==> config.mk <==
export PLATFORM = sky130hd
export DESIGN_NAME = sram_like_ram_slave
export DESIGN_NICKNAME = d
export VERILOG_FILES = /design/src/rtl/sram_like_ram_slave.sv
export SDC_FILE = /design/constraint.sdc
export NUM_CORES = 1
export LEC_CHECK = 0
export BUFFER_PORTS_ARGS = -buffer_cell sky130_fd_sc_hd__buf_4
export CAP_MARGIN = 20
export CELL_PAD_IN_SITES_DETAIL_PLACEMENT = 1
export CELL_PAD_IN_SITES_GLOBAL_PLACEMENT = 1
export CORE_MARGIN = 2
export CORE_UTILIZATION = 32
export DETAILED_ROUTE_END_ITERATION = 8
export PLACE_DENSITY = 0.94
export SKIP_LAST_GASP = 1
export SLEW_MARGIN = 0
export SYNTH_ARGS = -nofsm -noshare
export SYNTH_HDL_FRONTEND = slang
export SYNTH_SLANG_ARGS = --single-unit
export TNS_END_PERCENT = 10
==> constraint.sdc <==
create_clock -name clk -period 2.8 [get_ports clk]
set_input_delay 0.14 -clock clk [delete_from_list [all_inputs] [get_ports clk]]
set_output_delay 0.14 -clock clk [all_outputs]
set_load 0.1 [all_outputs]
==> src/rtl/sram_like_ram_slave.sv <==
`default_nettype none
// ============================================================================
// Module   : sram_like_ram_slave
// Purpose  : Responder end of the sram_like data-port protocol. Accepts one
//            request at a time from the CPU-side initiator and serves it from
//            a single-port synchronous SRAM with byte write enables. Every
//            transaction returns data_ok exactly LATENCY cycles after its
//            address handshake.
// Revision : 1.0  initial release
// ----------------------------------------------------------------------------
// Ports
//   clk        in   clock
//   rst        in   synchronous, active-high reset
//   req        in   request valid
//   wr         in   1 = write, 0 = read
//   size       in   00 byte, 01 half, 10/11 word
//   addr       in   byte address (bits above ADDR_W+1 ignored -> aliasing)
//   wdata      in   write data, already in byte-lane position
//   rdata      out  full 32-bit RAM word, valid with data_ok
//   addr_ok    out  address handshake (combinational)
//   data_ok    out  one-cycle response strobe
//   ram_en     out  RAM access enable
//   ram_wen    out  RAM byte write enables
//   ram_addr   out  RAM word address
//   ram_wdata  out  RAM write data
//   ram_rdata  in   RAM read data, valid the cycle after ram_en
// ============================================================================
module sram_like_ram_slave #(
  parameter int ADDR_W  = 14,
  parameter int LATENCY = 3
) (
  input  logic              clk,
  input  logic              rst,
  input  logic              req,
  input  logic              wr,
  input  logic [1:0]        size,
  input  logic [31:0]       addr,
  input  logic [31:0]       wdata,
  output logic [31:0]       rdata,
  output logic              addr_ok,
  output logic              data_ok,
  output logic              ram_en,
  output logic [3:0]        ram_wen,
  output logic [ADDR_W-1:0] ram_addr,
  output logic [31:0]       ram_wdata,
  input  logic [31:0]       ram_rdata
);

  // WAIT lasts LATENCY-2 cycles; the counter runs down from LATENCY-3 to 0.
  localparam logic [3:0] C_WAIT_CNT = 4'(LATENCY - 3);

  typedef enum logic [1:0] {
    S_IDLE   = 2'd0,
    S_ACCESS = 2'd1,
    S_WAIT   = 2'd2,
    S_RESP   = 2'd3
  } state_t;

  state_t              state_q, state_d;
  logic [3:0]          cnt_q, cnt_d;
  logic                first_q, first_d;
  logic                wr_q, wr_d;
  logic                ram_en_q, ram_en_d;
  logic [3:0]          ram_wen_q, ram_wen_d;
  logic [ADDR_W-1:0]   ram_addr_q, ram_addr_d;
  logic [31:0]         ram_wdata_q, ram_wdata_d;
  logic [31:0]         rdata_q, rdata_d;
  logic [3:0]          be_w;
  logic                addr_ok_w;
  logic                data_ok_w;

  // High address bits are intentionally dropped: addresses alias modulo RAM size.
  logic unused_addr_bits;
  assign unused_addr_bits = ^addr[31:ADDR_W+2];

  always_comb begin
    be_w = 4'b1111;
    case (size)
      2'b00:   be_w = 4'b0001 << addr[1:0];
      2'b01:   be_w = addr[1] ? 4'b1100 : 4'b0011;
      default: be_w = 4'b1111;
    endcase
  end

  always_comb begin
    state_d     = state_q;
    cnt_d       = cnt_q;
    first_d     = first_q;
    wr_d        = wr_q;
    ram_en_d    = 1'b0;
    ram_wen_d   = 4'b0000;
    ram_addr_d  = ram_addr_q;
    ram_wdata_d = ram_wdata_q;
    rdata_d     = rdata_q;
    addr_ok_w   = 1'b0;
    data_ok_w   = 1'b0;

    case (state_q)
      S_IDLE: begin
        addr_ok_w = req;
      end
      S_ACCESS: begin
        state_d = S_WAIT;
        cnt_d   = C_WAIT_CNT;
        first_d = 1'b1;
      end
      S_WAIT: begin
        first_d = 1'b0;
        // RAM data for the ACCESS cycle is only valid in the first WAIT cycle.
        if (first_q && !wr_q) begin
          rdata_d = ram_rdata;
        end
        if (cnt_q == 4'd0) begin
          state_d = S_RESP;
        end else begin
          cnt_d = cnt_q - 4'd1;
        end
      end
      S_RESP: begin
        data_ok_w = 1'b1;
        addr_ok_w = req;
        state_d   = S_IDLE;
      end
      default: begin
        state_d = S_IDLE;
      end
    endcase

    // Handshake (from IDLE or back-to-back from RESP): the RAM command
    // registers are loaded directly so they present in the ACCESS cycle.
    if (addr_ok_w) begin
      state_d     = S_ACCESS;
      wr_d        = wr;
      ram_en_d    = 1'b1;
      ram_wen_d   = wr ? be_w : 4'b0000;
      ram_addr_d  = addr[ADDR_W+1:2];
      ram_wdata_d = wdata;
    end
  end

  always_ff @(posedge clk) begin
    if (rst) begin
      state_q     <= S_IDLE;
      cnt_q       <= 4'd0;
      first_q     <= 1'b0;
      wr_q        <= 1'b0;
      ram_en_q    <= 1'b0;
      ram_wen_q   <= 4'b0000;
      ram_addr_q  <= '0;
      ram_wdata_q <= 32'd0;
      rdata_q     <= 32'd0;
    end else begin
      state_q     <= state_d;
      cnt_q       <= cnt_d;
      first_q     <= first_d;
      wr_q        <= wr_d;
      ram_en_q    <= ram_en_d;
      ram_wen_q   <= ram_wen_d;
      ram_addr_q  <= ram_addr_d;
      ram_wdata_q <= ram_wdata_d;
      rdata_q     <= rdata_d;
    end
  end

  // Reset asserted during ACCESS must keep the RAM from committing the
  // aborted access, so the command strobes are masked while rst is high.
  assign ram_en    = ram_en_q & ~rst;
  assign ram_wen   = rst ? 4'b0000 : ram_wen_q;
  assign ram_addr  = ram_addr_q;
  assign ram_wdata = ram_wdata_q;
  assign rdata     = rdata_q;
  assign addr_ok   = addr_ok_w & ~rst;
  assign data_ok   = data_ok_w & ~rst;

endmodule
`default_nettype wire

# Yosys cells after proc, flatten, opt, wreduce, memory -nomap -nowiden
# Cells that the tools add are included.
# totals
register_bits	91
output_inout_bits	85
mem_bits_rw	0
latchBits	0
mem_count	0
inputBits	102
wordCells	52
rom_bits	0
# op_classes
n_addsub	1
multipliers	0
n_eq_ne	7
n_div	0
muxes	12
n_reduce_logical	15
magnitude_cmp	0
n_shift	1
bitwise_logic	6
# ops
cell	n
4-bit case mux with 2 select lines	2
4-bit two-way mux	3
2-bit AND reduction	4
2-bit case mux with 3 select lines	1
2-bit by 1-bit == test with 1-bit output (second input constant)	2
2-bit == test (second input constant)	2
2-bit logical NOT	2
4-bit logical NOT	1
1-bit two-way mux	4
2-bit inequality test (second input constant)	2
4-bit nonzero test	1
2-bit OR reduction	2
1-bit by 2-bit << shifter with 4-bit output (first input constant)	1
4-bit by 1-bit subtractor with 4-bit output (second input constant)	1
1-bit bitwise AND	3
3-bit inequality test (second input constant)	1
1-bit inverter	3
3-bit nonzero test	1
3-bit OR reduction	1
2-bit two-way mux	1
1-bit case mux with 2 select lines	1
2-bit nonzero test	1
1-bit logical AND	1
1-bit logical NOT	1

# Longest topological paths before layout
# depth
word_depth	5
depth_mapped	8
ltp_nobuf	5

# Least setup slack after synthesis
# No wires, ideal clock.
# synth_timing
path_type	register -> output
startpoint	register state_q[0]
endpoint	output port addr_ok
path_slack_ns	0.357
arrival_time_ns	2.303
required_ns	2.660
stages_incl_launch_ff	6
n_path_buf	1
path_cell_list	dfxtp_1 -> inv_1 -> ha_1 -> nand2_1 -> clkbuf_1 -> nor2_1
# synth_between
elab_chain_len	4
# synth_rtl
element	line_no	rtl
start: declaration	59	state_t state_q, state_d;
start signal: assignment	153	state_q <= state_d;
2-bit == test or 2-bit logical NOT (tied branches)	98	case (state_q)
2-bit OR reduction (no source line) *	--	
1-bit two-way mux *	98	
1-bit bitwise AND *	172	assign addr_ok = addr_ok_w & ~rst;
end: declaration	40	output logic addr_ok,
# Mark *: on every way between the ends. The rest lies on a longest branch, timed or not.

# Worst setup path after layout
# Same ends and word-level chain as after synthesis.

==> metrics.md <==
| Metric | Value |
|---|---|
| RD Place Congestion | approximately 0.73 |
| CTS tree | built |
| I/O pin count | 187 |
| Die area | 11,200 um^2 |
| Crit Path Class | flop to primary output |
| Relative slew margins | 0.536 |
| Slew of the pin with the lowest slew margin | 0.697 ns |
| M2 GR Usage | 0.318 |
| WP buf/inv | 2 |
| Power Dens Cells | between 1000 and 1500 nW/um^2 |
| GRT Util Overall | 0.181 |
| CP Launch Type | flop |
| GRT overflow | 0 |
| H-tree Lvls | 3 |
| Clock Sinks | 91 |
| Levels on crit path | 5 |
| Mapped Nets | between 500 and 600 |
| Crit-path cells | inv_1 > ha_1 > nand2_2 > nor2_1 > buf_4 |
| Skew final | 0.00883 ns |
| Area delta synth->final | 47.0% |
| TritonRoute pass-1 iters | 4 |
| Unrepaired setup endpoints after global routing | no |
| GR met1 Demand/Resource | 0.208 |
| Vias per cell | 4.74 |
| Final WL | around 10,000 um |
| Clock Pin Slew Worst Setup and Hold Paths | 0.09 ns |
| Run status | finished, final reports clean |
| Max-slew violations | 0 |
| Ys Warns | 0 |
| Peak supply drop | 0.471 mV |
| Sequential cell area fraction in the yosys report | 0.548 |
| Setup Viol. Count Final | 0 |
| Post-synth top area cell | dfxtp_1 |
| Initial Utilization | 0.327 |
| Pleak | around 0.0021 uW |
| # rows | 37 |
| Die H | 106 um |
| Crit Path Max Fanout | 34 |
| Ant. Diodes | 0 |
| Util after Layout | 0.480 |
| IO buf count | 170 |
| Crit path max-delay cell type | dfxtp_1 |
| Longest Clk Path Bufs | 2 |
| Antenna-violating nets left | 0 |
| Pin count of the biggest net entering global routing | 63 |
| Synth Cell Area | 3330 um^2 |
| Hold depth | 3 |
| WL per Instance | roughly 14 um |
| Placeable Area | 10,200 um^2 |
| # Max-Cap Violations | 0 |
| Kind of path behind the tightest hold check | primary input to flop |
| Detail Placement HPWL | 7640 um |
| CTS hold repair buffers | 0 |
| DIE WIDTH | 106 um |
| Nets | 684 |
| Via count | between 3,000 and 4,000 |
| Synth top area share | 0.548 |
| Met3 GRT Util | 0.0613 |
| CTS buffer count | 9 |
| Gr busiest metal | met2 |
| Post-Syn Instances | 420 |
| Resize count post-CTS | 0 |
| Syn avg cell area | 7.92 um^2 |
| Most frequent cells in the layout | 175 x buf_4, 158 x nand2_1, 91 x dfxtp_1, 86 x a21oi_1 |
| R2r worst-path depth | 6 |
| Clk_lat worst skew | between 0.3 and 0.4 ns |
| Initial antenna violation count | 0 |
| WP data required | ~2.7 ns |
| Number of distinct library cells after synthesis | 25 |
| Seq cells post-synth | 91 |
| # DRC | 0 |
| Commonest non-fill, non-tap cell in the layout | buf_4 |
| Setup TNS | 0 ns |
| First-pass GRT wire length | approximately 16,000 um |
| Fin crit share | 0.817 |
| Setup Buffers After CTS | 0 |
| CP delay by family, top | simple AND/OR/NAND/NOR gates |
| Top area cells in the synthesized netlist | dfxtp_1 55%, nand2_1 18%, a21oi_1 13% |
| WP data arrival | 2.15 ns |
| Critical Path End Type | primary output |
| Final min period | about 2.3 ns |
| Final Hold Fails | 0 |
| DRC violation total after the first TritonRoute iteration | 144 |
| Worst path max stage delay | 0.42 ns |
| Layout cells sized above 1 | 0.334 |
| Vias in the first global route | between 3,000 and 4,000 |
| FMAX | between 0.4 and 0.5 GHz |
| Clock root buffer | clkbuf_8 |
[final cells by class]
cell class | instances | area [um^2]
Tap cell | 136 | 170
Sequential cell | 91 | 1820
Fill cell | 1250 | 5300
Timing Repair Buffer | 175 | 1310
Inverter | 6 | 22.5
Multi-Input combinational cell | 293 | 1370
Clock inverter | 6 | 66.3
Clock buffer | 10 | 128
[worst reg2reg max path: stages (launching register included)]
cell     delay [ns]
dfxtp_1        0.42
inv_1          0.08
ha_1           0.35
and2_2         0.62
buf_4          0.33
nand2_1        0.08
a21oi_1        0.16
[power by group]
group          internal, uW  switching, uW  total, uW
logic                   530           1930       2460
registers              1500            119       1620
clock network           415            466        881
total                  2450           2520       4960
[path summary, 6_finish.rpt]
check,from,endpoint,slack (ns)
min reg2reg,ram_wdata[2]$_SDFFE_PP0P_,ram_wdata[2]$_SDFFE_PP0P_,0.46
max,state_q[0]$_SDFFE_PP0P_,addr_ok,0.51
min,ram_rdata[14],rdata[14]$_SDFFE_PP0P_,0.03
max reg2reg,state_q[0]$_SDFFE_PP0P_,ram_wdata[25]$_SDFFE_PP0P_,0.68
[synth_stat cells]
| library cell | n |
|---|---|
| or3_1 | 1 |
| and4bb_2 | 1 |
| and2_1 | 1 |
| nand4b_1 | 1 |
| nor3_1 | 2 |
| inv_1 | 6 |
| a211oi_1 | 1 |
| a21oi_1 | 86 |
| or4b_1 | 1 |
| buf_1 | 4 |
| dfxtp_1 | 91 |
| nand2b_1 | 3 |
| nand3b_1 | 2 |
| nor4b_1 | 1 |
| nand2_1 | 159 |
| nor2b_1 | 9 |
| nor2_1 | 7 |
| buf_2 | 5 |
| o21ai_0 | 7 |
| and3b_1 | 1 |
| nand3_1 | 1 |
| o21ba_2 | 1 |
| clkbuf_1 | 21 |
| ha_1 | 6 |
| o31ai_1 | 2 |
[registers in the layout (all words and copies together) (netlist names)]
register,cells
cnt_q,4
first_q,1
ram_addr,14
ram_en_q,1
ram_wdata,32
ram_wen_q,4
rdata,32
state_q,2
wr_q,1
[logic make-up (layout without fill, tap and decap cells)]
family / count (synthesis) / in the layout / share of synthesized area
buffers and inverters: 36 / 197 / 0.0425
AO/OA/AOI/OAI: 97 / 97 / 0.150
AND/OR/NAND/NOR: 190 / 190 / 0.237
flip-flops: 91 / 91 / 0.548
adder cells (fa/ha/maj): 6 / 6 / 0.0226
[layer usage]
metal / up-vias / part of all wire
met1: 1588 / 0.41
li1: 1660 / -
met4: 0 / 0.018
met5: - / 0
met3: 13 / 0.077
met2: 138 / 0.49
[stage by stage]
stage	instances	total power [uW]	worst slack (ns)	cell area, um^2	hold slack [ns]
3_3_place_gp	701	4060	0.801	4690	0.386
4_1_cts	717	5020	0.465	4890	0.0167
6_report	717	4960	0.513	4890	0.0331
5_1_grt	717	5220	0.308	4890	0.00259
3_5_place_dp	701	4140	0.647	4690	0.397
2_1_floorplan	420	3550	0.357	3330	0.257
No activity file was read; power rests on OpenSTA's default activity.
